===== src/rtl/mpu_write_port.sv =====
// MPU register-write port: decodes pixel writes, auto-advances a coordinate
// cursor and queues {y, x, data} entries in a first-word-fall-through FIFO.
module mpu_write_port #(
    parameter int X_WIDTH       = 9,
    parameter int Y_WIDTH       = 8,
    parameter int DATA_WIDTH    = 8,
    parameter int SCREEN_WIDTH  = 320,
    parameter int SCREEN_HEIGHT = 240,
    parameter int FIFO_DEPTH    = 16
) (
    input  logic                                   clock,
    input  logic                                   reset,
    input  logic                                   chipSelect,
    input  logic                                   writeEnable,
    input  logic [2:0]                             registerSelect,
    input  logic [7:0]                             registerData,
    output logic [7:0]                             registerReadData,
    output logic [Y_WIDTH+X_WIDTH+DATA_WIDTH-1:0]  pendingWriteBus,
    output logic                                   pendingWriteValid,
    input  logic                                   pendingWriteReady,
    output logic [$clog2(FIFO_DEPTH+1)-1:0]        fifoLevel,
    output logic                                   overflow
);
    localparam int ENTRY_W = Y_WIDTH + X_WIDTH + DATA_WIDTH;
    localparam int PTR_W   = $clog2(FIFO_DEPTH);
    localparam int LVL_W   = $clog2(FIFO_DEPTH + 1);

    localparam logic [X_WIDTH-1:0] X_LAST = X_WIDTH'(SCREEN_WIDTH - 1);
    localparam logic [Y_WIDTH-1:0] Y_LAST = Y_WIDTH'(SCREEN_HEIGHT - 1);

    localparam logic [2:0] REG_DATA    = 3'd0;
    localparam logic [2:0] REG_X_LOW   = 3'd1;
    localparam logic [2:0] REG_X_HIGH  = 3'd2;
    localparam logic [2:0] REG_Y_LOW   = 3'd3;
    localparam logic [2:0] REG_Y_HIGH  = 3'd4;
    localparam logic [2:0] REG_CONTROL = 3'd5;
    localparam logic [2:0] REG_STATUS  = 3'd6;
    localparam logic [2:0] REG_LEVEL   = 3'd7;

    localparam logic [1:0] MODE_HOLD   = 2'd0;
    localparam logic [1:0] MODE_RASTER = 2'd1;
    localparam logic [1:0] MODE_COLUMN = 2'd2;

    logic [X_WIDTH-1:0] cursorX, nextX, xInc;
    logic [Y_WIDTH-1:0] cursorY, nextY, yInc;
    logic [15:0]        xPad, yPad;
    logic [1:0]         mode;
    logic               strobePrev, strobe;
    logic               dataWrite, push, pop, full, empty;
    logic [PTR_W-1:0]   wrPtr, rdPtr;
    logic [ENTRY_W-1:0] fifoMem [FIFO_DEPTH];

    assign xPad = 16'(cursorX);
    assign yPad = 16'(cursorY);

    assign strobe    = chipSelect && writeEnable && !strobePrev;
    assign empty     = (fifoLevel == '0);
    assign full      = (fifoLevel == LVL_W'(FIFO_DEPTH));
    assign pop       = !empty && pendingWriteReady;
    assign dataWrite = strobe && (registerSelect == REG_DATA);
    assign push      = dataWrite && (!full || pop);

    assign pendingWriteValid = !empty;
    assign pendingWriteBus   = empty ? '0 : fifoMem[rdPtr];

    always_comb begin
        xInc  = (cursorX >= X_LAST) ? '0 : cursorX + X_WIDTH'(1);
        yInc  = (cursorY >= Y_LAST) ? '0 : cursorY + Y_WIDTH'(1);
        nextX = cursorX;
        nextY = cursorY;
        case (mode)
            MODE_RASTER: begin
                nextX = xInc;
                if (cursorX >= X_LAST) nextY = yInc;
            end
            MODE_COLUMN: begin
                nextY = yInc;
                if (cursorY >= Y_LAST) nextX = xInc;
            end
            default: ;
        endcase
    end

    always_comb begin
        registerReadData = '0;
        case (registerSelect)
            REG_X_LOW:   registerReadData = xPad[7:0];
            REG_X_HIGH:  registerReadData = xPad[15:8];
            REG_Y_LOW:   registerReadData = yPad[7:0];
            REG_Y_HIGH:  registerReadData = yPad[15:8];
            REG_CONTROL: registerReadData = {6'b0, mode};
            REG_STATUS:  registerReadData = {5'b0, overflow, full, empty};
            REG_LEVEL:   registerReadData = 8'(fifoLevel);
            default:     registerReadData = '0;
        endcase
    end

    // History resets high so an access held across reset release is not taken as a new write.
    always_ff @(posedge clock or posedge reset) begin
        if (reset) begin
            strobePrev <= 1'b1;
            cursorX    <= '0;
            cursorY    <= '0;
            mode       <= MODE_RASTER;
            overflow   <= 1'b0;
        end else begin
            strobePrev <= chipSelect && writeEnable;
            if (strobe) begin
                case (registerSelect)
                    REG_DATA: begin
                        if (push) begin
                            cursorX <= nextX;
                            cursorY <= nextY;
                        end else begin
                            overflow <= 1'b1;
                        end
                    end
                    REG_X_LOW:  cursorX <= X_WIDTH'({xPad[15:8], registerData});
                    REG_X_HIGH: cursorX <= X_WIDTH'({registerData, xPad[7:0]});
                    REG_Y_LOW:  cursorY <= Y_WIDTH'({yPad[15:8], registerData});
                    REG_Y_HIGH: cursorY <= Y_WIDTH'({registerData, yPad[7:0]});
                    REG_CONTROL: begin
                        mode <= registerData[1:0];
                        if (registerData[7]) overflow <= 1'b0;
                    end
                    default: ;
                endcase
            end
        end
    end

    always_ff @(posedge clock or posedge reset) begin
        if (reset) begin
            wrPtr     <= '0;
            rdPtr     <= '0;
            fifoLevel <= '0;
        end else begin
            if (push) wrPtr <= wrPtr + PTR_W'(1);
            if (pop)  rdPtr <= rdPtr + PTR_W'(1);
            case ({push, pop})
                2'b10:   fifoLevel <= fifoLevel + LVL_W'(1);
                2'b01:   fifoLevel <= fifoLevel - LVL_W'(1);
                default: ;
            endcase
        end
    end

    always_ff @(posedge clock) begin
        if (push) fifoMem[wrPtr] <= {cursorY, cursorX, registerData[DATA_WIDTH-1:0]};
    end

endmodule


===== config.mk =====
export PLATFORM = sky130hd
export DESIGN_NAME = mpu_write_port
export DESIGN_NICKNAME = d
export VERILOG_FILES = /design/src/rtl/mpu_write_port.sv
export SDC_FILE = /design/constraint.sdc
export NUM_CORES = 1
export LEC_CHECK = 0
export CAP_MARGIN = 20
export CORE_AREA = 3 3 131 259
export CTS_BUF_LIST = sky130_fd_sc_hd__clkbuf_16
export DETAILED_ROUTE_END_ITERATION = 10
export DIE_AREA = 0 0 134 262
export PLACE_DENSITY_LB_ADDON = 0.3
export SLEW_MARGIN = 30
export SYNTH_ARGS = -nofsm -noshare
export SYNTH_HDL_FRONTEND = slang
export SYNTH_SLANG_ARGS = --single-unit

===== constraint.sdc =====
create_clock -name clock -period 10 [get_ports clock]
set_input_delay 1 -clock clock [delete_from_list [all_inputs] [get_ports clock]]
set_output_delay 1 -clock clock [all_outputs]
set_load 0.02 [all_outputs]

### Word level (Yosys, flattened, before mapping)

Memory sizes are Yosys's and may differ from the RTL's.
Index checks and enable logic that the tools add are counted.

| storage, ports and cells | value |
|---|---|
| flip-flop bits (word level) | 34 |
| latch bits | 0 |
| RAM bits | 400 |
| bits in read-only memories | 0 |
| input bits | 16 |
| output and inout port bits | 40 |
| logic and storage cells | 76 |
| memories | 1 |

| operators by class | value |
|---|---|
| add/sub/neg operators | 6 |
| $mul | 0 |
| div/mod/pow operators | 0 |
| order comparisons | 2 |
| eq/ne operators | 17 |
| shift operators | 0 |
| multiplexer cells | 18 |
| bitwise logic cells | 2 |
| reduce and logical (&&, ||, !) cells | 21 |

Memory list:

| memory | words | bits a word | read ports | clocked after memory_dff | wr ports | line | RTL |
|---|---|---|---|---|---|---|---|
| fifoMem | 16 | 25 | 1 | 0 | 1 | 51 | `logic [ENTRY_W-1:0] fifoMem [FIFO_DEPTH];` |

Operators with widths:

| kind | number |
|---|---|
| 8-bit case mux with 6 select lines | 1 |
| 8-bit case mux with 2 select lines | 2 |
| 9-bit 2-to-1 mux | 3 |
| 9-bit case mux with 3 select lines | 1 |
| 25-bit 2-to-1 mux | 1 |
| 8-bit 2-to-1 mux | 3 |
| 9-bit case mux with 2 select lines | 1 |
| 6-bit AND reduction | 2 |
| 5-bit case mux with 2 select lines | 1 |
| 2-bit nonzero test | 5 |
| 9-bit by 1-bit adder with 9-bit output, second input constant | 1 |
| 3-bit == test, second input constant | 3 |
| 9-bit >= comparator, second input constant | 1 |
| 4-bit by 1-bit adder with 4-bit output, second input constant | 2 |
| 8-bit by 1-bit adder with 8-bit output, second input constant | 1 |
| 8-bit >= comparator, second input constant | 1 |
| 3-bit by 2-bit == test with 1-bit output, second input constant | 2 |
| 2-bit inequality test, second input constant | 3 |
| 3-bit inequality test, second input constant | 2 |
| 5-bit by 1-bit adder with 5-bit output, second input constant | 1 |
| 5-bit == test, second input constant | 1 |
| 1-bit logical AND | 5 |
| 5-bit zero test | 1 |
| 5-bit AND reduction | 1 |
| 13 further kinds | 21 |

### Logic depth before layout (Yosys ltp)

Gate-level depths: netlist of the first run.

| logic depth | value |
|---|---|
| depth after elaboration | 7 |
| mapped depth | 9 |
| depth with buffers taken out | 9 |

### Worst setup path after synthesis of the first run

OpenSTA, ideal clock, no wires.

| path | value |
|---|---|
| kind | input to register |
| start | input registerSelect[1] |
| end | memory fifoMem[3][0] in the netlist's numbering, enable pin |
| library setup time | 438 ps |
| data arrival time | 3837 ps |
| required time | 9562 ps |
| setup slack | 5725 ps |
| stages | 4 |
| path buffers | 0 |
| cells stage by stage | or2_0 > a211oi_2 > nand2_1 > nor3_1 |

| between the ends | value |
|---|---|
| longest elaborated chain between the ends | 5 |

Ends and longest elaborated chain:

| what | line | RTL |
|---|---|---|
| start, declared | 15 | `input logic [2:0] registerSelect,` |
| 3-bit zero test | 60 | `assign dataWrite = strobe && (registerSelect == REG_DATA);` |
| 1-bit logical AND | 60 |  |
| 1-bit logical AND | 61 | `assign push = dataWrite && (!full \|\| pop);` |
| 1-bit 2-to-1 mux | 149 | `if (push) fifoMem[wrPtr] <= {cursorY, cursorX, registerData[DATA_WIDTH-1:0]};` |
| 1-bit 2-to-1 mux (not written as such) | 149 |  |
| end, declared | 51 |  |

No other way between the ends.

### Worst setup path after layout of the first run

| path | value |
|---|---|
| start | register rdPtr[1] |
| end | output pendingWriteBus[21] |

| between the ends | value |
|---|---|
| longest elaborated chain between the ends | 2 |

Ends and longest elaborated chain:

| what | line | RTL |
|---|---|---|
| start, declared | 50 | `logic [PTR_W-1:0] wrPtr, rdPtr;` |
| start signal, assigned | 139 | `if (pop) rdPtr <= rdPtr + PTR_W'(1);` |
| memory 16 x 25 bit | -- |  |
| 25-bit 2-to-1 mux | 64 | `assign pendingWriteBus = empty ? '0 : fifoMem[rdPtr];` |
| end, declared | 18 | `output logic [Y_WIDTH+X_WIDTH+DATA_WIDTH-1:0] pendingWriteBus,` |

No other way between the ends.

==> results.yml, run 1 <==
routing:
  via_per_inst: 6.30
  vias: 8777
  wl_per_cell_um: 28.0
  drc: 0
  drt_iter0_drc: 823
  finalWirelength_um: 39100
  ant_nets: 0
  drtPass1Iterations: 5
grt:
  antenna_found_initial: 0
  grt_pass1_wl_um: 58700
  first_global_vias: 9127
  grt_max_degree: 63
  grt_overflow: 0
  grt.total_usage_pct: 23.0
logic_synthesis:
  netlist_area_um2: 17600
  ys_ff_latch: 434
  avgSynthCellArea_um2: 20.4
  yosysSeqAreaShare_pct: 73.2
  synth_nets: 889
  synth.distinct_cells: 59
  synth_edf_count: 400
  syn_inst: 862
  synthFlopType: "edfxtp_1"
  synth-async-reset-ratio_pct: 7.83
  yosys_warnings: 0
timing:
  finalWorstSetupSlack_ns: 5.05
  grt_setup_unrepaired: "no"
  fmax_ghz: 0.202
  period_minus_slack_ns: 4.95
  fin_worst_hold_slack_ns: 0.600
  worstMarginPinSlew_ns: 0.926
  maxSlewViolCount: 0
  slew_headroom_pct: 37.8
  finalCritPeriodShare_pct: 49.5
  hold_violations: 0
  setup_tns_ns: 0
  fin_skew_ns: 0.0228
  setup_viol: 0
pwr:
  p_leak_nw: 6.47
  switchingPower_mw: 1.62
  pwr-share-comb_pct: 30.0
  ir_drop_v: 0.000165
  p_per_area_nw_per_um2: 268
  switching_share_pct: 29.9
  pwr-share-clk_pct: 25.2
  p_int_mw: 3.78
  power.sequential.fraction_pct: 44.8
clock_network:
  post-cts-setup-buffers: 0
  path_clk_slew_ns: 0.07
  numCtsBuffers: 36
  clkSinkCount: 434
  cts_buffer_depth: 3
  ctsResizeCount: 0
  hold_buffers: 0
  tritoncts: "done"
  root_buffer: "clkbuf_16"
  insertion_delay_ns: 0.53
  h-tree-depth: 2
floorplan:
  row_count: 93
  dieHeight_um: 262
  core_um2: 32200
  dieArea_um2: 35100
  die_x_um: 134
  initial_core_util_pct: 54.5
  io_pins: 56
layout:
  final_nets: 970
  multi_input_area_um2: 4560
  final_cell_mix: "400 x edfxtp_1, 126 x mux4_2, 55 x clkdlybuf4s50_1"
  layout_commonest_cell: "edfxtp_1"
  antenna_cells: 0
  drive_gt1_share_pct: 25.6
  seqCellArea_um2: 12900
  area_growth_pct: 14.8
  fill_cells: 2193
  final_cells: 1393
placed_design:
  dp_slack_ns: 5.29
  placement.io_buffers: 55
  dp.cells: 1332
  dp_hpwl_um: 23400
  gp_congestion: 0.945
setup_path:
  worstReg2RegStart: "fifoLevel[4]$_DFFE_PP0P_"
  cp.arrival_ns: 3.95
  regToRegSetupSlack_ns: 6.67
  cp-startpoint: "rdPtr[1]$_DFFE_PP0P_"
  crit_type: "flop to output port"
  worstPathRequired_ns: 9.00
  timing.rr.end: "fifoMem[3][11]$_DFFE_PP_"
  path_max_fanout: 62
  end_kind: "output port"
  endpoint: "pendingWriteBus[21]"
  reg2regPathDepth: 5
  crit_path_start_kind: "flop"
run_status:
  status: "complete, no violations"
flow_run:
  maxCapViolCount: 0
min_path:
  hold_path_class: "flop to flop"
[cells by family after synthesis]
group	synth area share [%]
compound gates	3.34
xor+xnor	0.499
fa+ha+maj	0.826
buf+inv	1.45
flops	73.2
mux	17.0
simple gates	3.68
[per-layer routing]
| layer | up-vias | part of all wire, % | global-route usage, % |
|---|---|---|---|
| li1 | 3716 | - | - |
| met1 | 4617 | 35 | 28.4 |
| met2 | 360 | 56 | 42.1 |
| met3 | 84 | 4.9 | 2.16 |
| met4 | 0 | 3.7 | 8.75 |
| met5 | - | 0 | 0 |
[metrics by stage]
| stage | util, % | instance area [um2] | total power, mW |
|---|---|---|---|
| 6_report | 62.6 | 20200 | 5.40 |
| 5_1_grt | 62.6 | 20200 | 5.62 |
| 4_1_cts | 62.5 | 20200 | 5.45 |
| 3_5_place_dp | 59.0 | 19000 | 4.09 |
| 3_3_place_gp | 58.0 | 18700 | 4.07 |
| 2_1_floorplan | - | 17600 | 3.48 |
[synth_stat cells, drive strengths merged (4+ instances only)]
| library cell | instances | share of area, % |
|---|---|---|
| nand2 | 17 | 0.36 |
| and2 | 26 | 0.93 |
| edfxtp | 400 | 68 |
| dfrtp | 32 | 4.6 |
| mux2 | 7 | 0.47 |
| inv | 20 | 0.43 |
| xnor2 | 7 | 0.35 |
| o31ai | 7 | 0.33 |
| or2 | 5 | 0.19 |
| o21ai | 18 | 0.58 |
| mux4 | 126 | 16 |
| o22ai | 7 | 0.25 |
| buf | 27 | 0.73 |
| mux2i | 6 | 0.34 |
| a21oi | 24 | 0.75 |
| a22o | 4 | 0.20 |
| and3 | 5 | 0.18 |
| ha | 10 | 0.71 |
| nor2 | 32 | 0.68 |
| nor3 | 9 | 0.26 |
| clkbuf | 14 | 0.30 |
| nand3 | 6 | 0.17 |
| a22oi | 6 | 0.26 |
| nand2b | 6 | 0.21 |
[how the worst min path moves through the flow]
stage,slack [ns],depth (start not counted),endpoint,startpoint
floorplan,0.54,1,mode[1]$_DFFE_PP0P_,mode[1]$_DFFE_PP0P_
global placement,0.58,1,mode[1]$_DFFE_PP0P_,mode[1]$_DFFE_PP0P_
detailed placement,0.58,1,mode[1]$_DFFE_PP0P_,mode[1]$_DFFE_PP0P_
CTS,0.60,1,mode[1]$_DFFE_PP0P_,mode[1]$_DFFE_PP0P_
global route,0.62,1,mode[1]$_DFFE_PP0P_,mode[1]$_DFFE_PP0P_
finish,0.60,1,mode[1]$_DFFE_PP0P_,mode[1]$_DFFE_PP0P_
[sequential cells by signal (all words and copies together), names as in the netlist]
register	cells
fifoMem	400
cursorX	9
cursorY	8
fifoLevel	5
rdPtr	4
wrPtr	4
mode	2
overflow	1
strobePrev	1
[layout make-up]
class                      instances  area share [%]
sequential                       434            63.8
multi-input combinational        367            22.6
timing repair buffer              84            4.91
clock buffer                      37            4.59
tap                              427            2.65
clock inverter                    24            1.01
inverter                          20           0.372
[power groups by stage]
stage                     Clock [mW]  Combinational (mW)  Sequential (mW)
after floorplan                    0                1.18             2.30
after global placement             0                1.62             2.45
after detailed placement           0                1.64             2.46
after CTS                       1.38                1.65             2.42
after global routing            1.45                1.73             2.44
final                           1.36                1.62             2.42
[critical path, cell delays in order, from the launching register on]
cell and delay (ns):
dfrtp_4 0.83, buf_4 0.82, mux4_2 0.44, mux4_2 0.51, and2_1 0.21, clkdlybuf4s50_1 0.55
Note: power is estimated with default switching activity, not from simulation.
==> inputs of run 2 (changes only) <==
==> constraint.sdc (replaced) <==
create_clock -name clock -period 4.92 [get_ports clock]
set_input_delay 0.492 -clock clock [delete_from_list [all_inputs] [get_ports clock]]
set_output_delay 0.492 -clock clock [all_outputs]
set_load 0.02 [all_outputs]
==> results.yml, run 2 (synthesized netlist as in run 1, its figures left out) <==
run_status:
  status: "complete, no violations"
layout:
  top_register: "fifoMem"
  antenna_cells: 0
  area_growth_pct: 14.5
  final_cell_mix: "400 x edfxtp_1, 126 x mux4_2, 55 x clkdlybuf4s50_1"
  drive_gt1_share_pct: 25.2
  reg.largest.list: "fifoMem x400, cursorX x9, cursorY x8"
  layout_commonest_cell: "edfxtp_1"
  final_nets: 965
  largest_reg_flops: 400
routing:
  wl_per_cell_um: 29.3
  vias: 8887
  via_per_inst: 6.40
  finalWirelength_um: 40700
  drt_iter0_drc: 841
  ant_nets: 0
  drc: 0
  drtPass1Iterations: 5
setup_path:
  crit_path_start_kind: "flop"
  crit_type: "flop to output port"
  worstPathRequired_ns: 4.43
  end_kind: "output port"
  path_max_fanout: 36
  cp.arrival_ns: 3.61
min_path:
  hold_path_class: "input pin to async pin"
placed_design:
  dp_slack_ns: 1.30
  gp_congestion: 0.859
  dp_hpwl_um: 24700
  placement.io_buffers: 55
clock_network:
  ctsResizeCount: 0
  numCtsBuffers: 36
  path_clk_slew_ns: 0.07
  clkSinkCount: 434
  cts_buffer_depth: 3
  root_buffer: "clkbuf_16"
  tritoncts: "done"
  post-cts-setup-buffers: 0
  hold_buffers: 0
  h-tree-depth: 2
  insertion_delay_ns: 0.52
timing:
  fin_skew_ns: 0.0187
  finalWorstSetupSlack_ns: 0.818
  fmax_ghz: 0.244
  slew_headroom_pct: 33.9
  setup_tns_ns: 0
  setup_viol: 0
  worstMarginPinSlew_ns: 0.988
  maxSlewViolCount: 0
  grt_setup_unrepaired: "no"
  hold_violations: 0
  period_minus_slack_ns: 4.10
  finalCritPeriodShare_pct: 83.4
floorplan:
  dieArea_um2: 35100
  row_count: 93
  die_x_um: 134
  core_um2: 32200
  initial_core_util_pct: 54.5
  dieHeight_um: 262
  io_pins: 56
grt:
  grtUsageMet3_pct: 2.76
  grt_pass1_wl_um: 61300
  grt_overflow: 0
  grt.total_usage_pct: 23.9
  antenna_found_initial: 1
  grt_max_degree: 47
  grt.busiest_layer: "met2"
  use_met2_pct: 42.6
  first_global_vias: 9458
  use_met1_pct: 30.5
pwr:
  ir_drop_v: 0.000381
  p_leak_nw: 6.47
  p_per_area_nw_per_um2: 561
flow_run:
  maxCapViolCount: 0
-- run 2: metrics by stage --
stage / utilization (%) / instance area, um2 / power [mW] / hold slack, ns / std cells
2_1_floorplan: - / 17600 / 7.08 / 0.541 / 862
3_3_place_gp: 58.2 / 18800 / 8.47 / 0.455 / 1321
4_1_cts: 62.3 / 20100 / 11.4 / 0.381 / 1388
3_5_place_dp: 58.7 / 18900 / 8.51 / 0.473 / 1326
6_report: 62.4 / 20100 / 11.3 / 0.388 / 1389
5_1_grt: 62.4 / 20100 / 11.7 / 0.421 / 1389
-- run 2: worst paths after layout --
kind                                        start                endpoint  slack, ns  cells after the start
max in group asynchronous                   reset    rdPtr[2]$_DFFE_PP0P_       4.14                      3
min reg2reg                  rdPtr[3]$_DFFE_PP0P_    rdPtr[3]$_DFFE_PP0P_       0.50                      1
min                                         reset  cursorY[2]$_DFFE_PP0P_       0.39                      3
min in group clock           rdPtr[3]$_DFFE_PP0P_    rdPtr[3]$_DFFE_PP0P_       0.50                      1
max                          rdPtr[0]$_DFFE_PP0P_     pendingWriteBus[20]       0.82                      5
max reg2reg                cursorX[0]$_DFFE_PP0P_  cursorY[1]$_DFFE_PP0P_       2.14                      6
-- run 2: worst max-delay path, cell delays in order, from the launching register on --
cell and delay [ns]:
dfrtp_4 0.94, buf_12 0.30, mux4_2 0.56, mux4_2 0.49, and2_1 0.22, clkdlybuf4s50_1 0.57
-- run 2: cell type report --
type / count / area [um2]
Clock buffer: 37 / 926
Clock inverter: 25 / 245
Fill cell: 2209 / 12100
Inverter: 20 / 75.1
Multi-Input combinational cell: 367 / 4560
Sequential cell: 434 / 12900
Tap cell: 427 / 534
Timing Repair Buffer: 79 / 901
-- run 2: routing by layer --
metal,wire (um),part of all wire (%)
met4,1380,3.4
met3,2770,6.8
met1,14500,36
met5,0,0
met2,22100,54
-- run 2: report_power, final --
part	switching, mW	internal (mW)
clock network	1.24	1.63
registers	0.639	4.36
logic	1.56	1.85
total	3.44	7.84
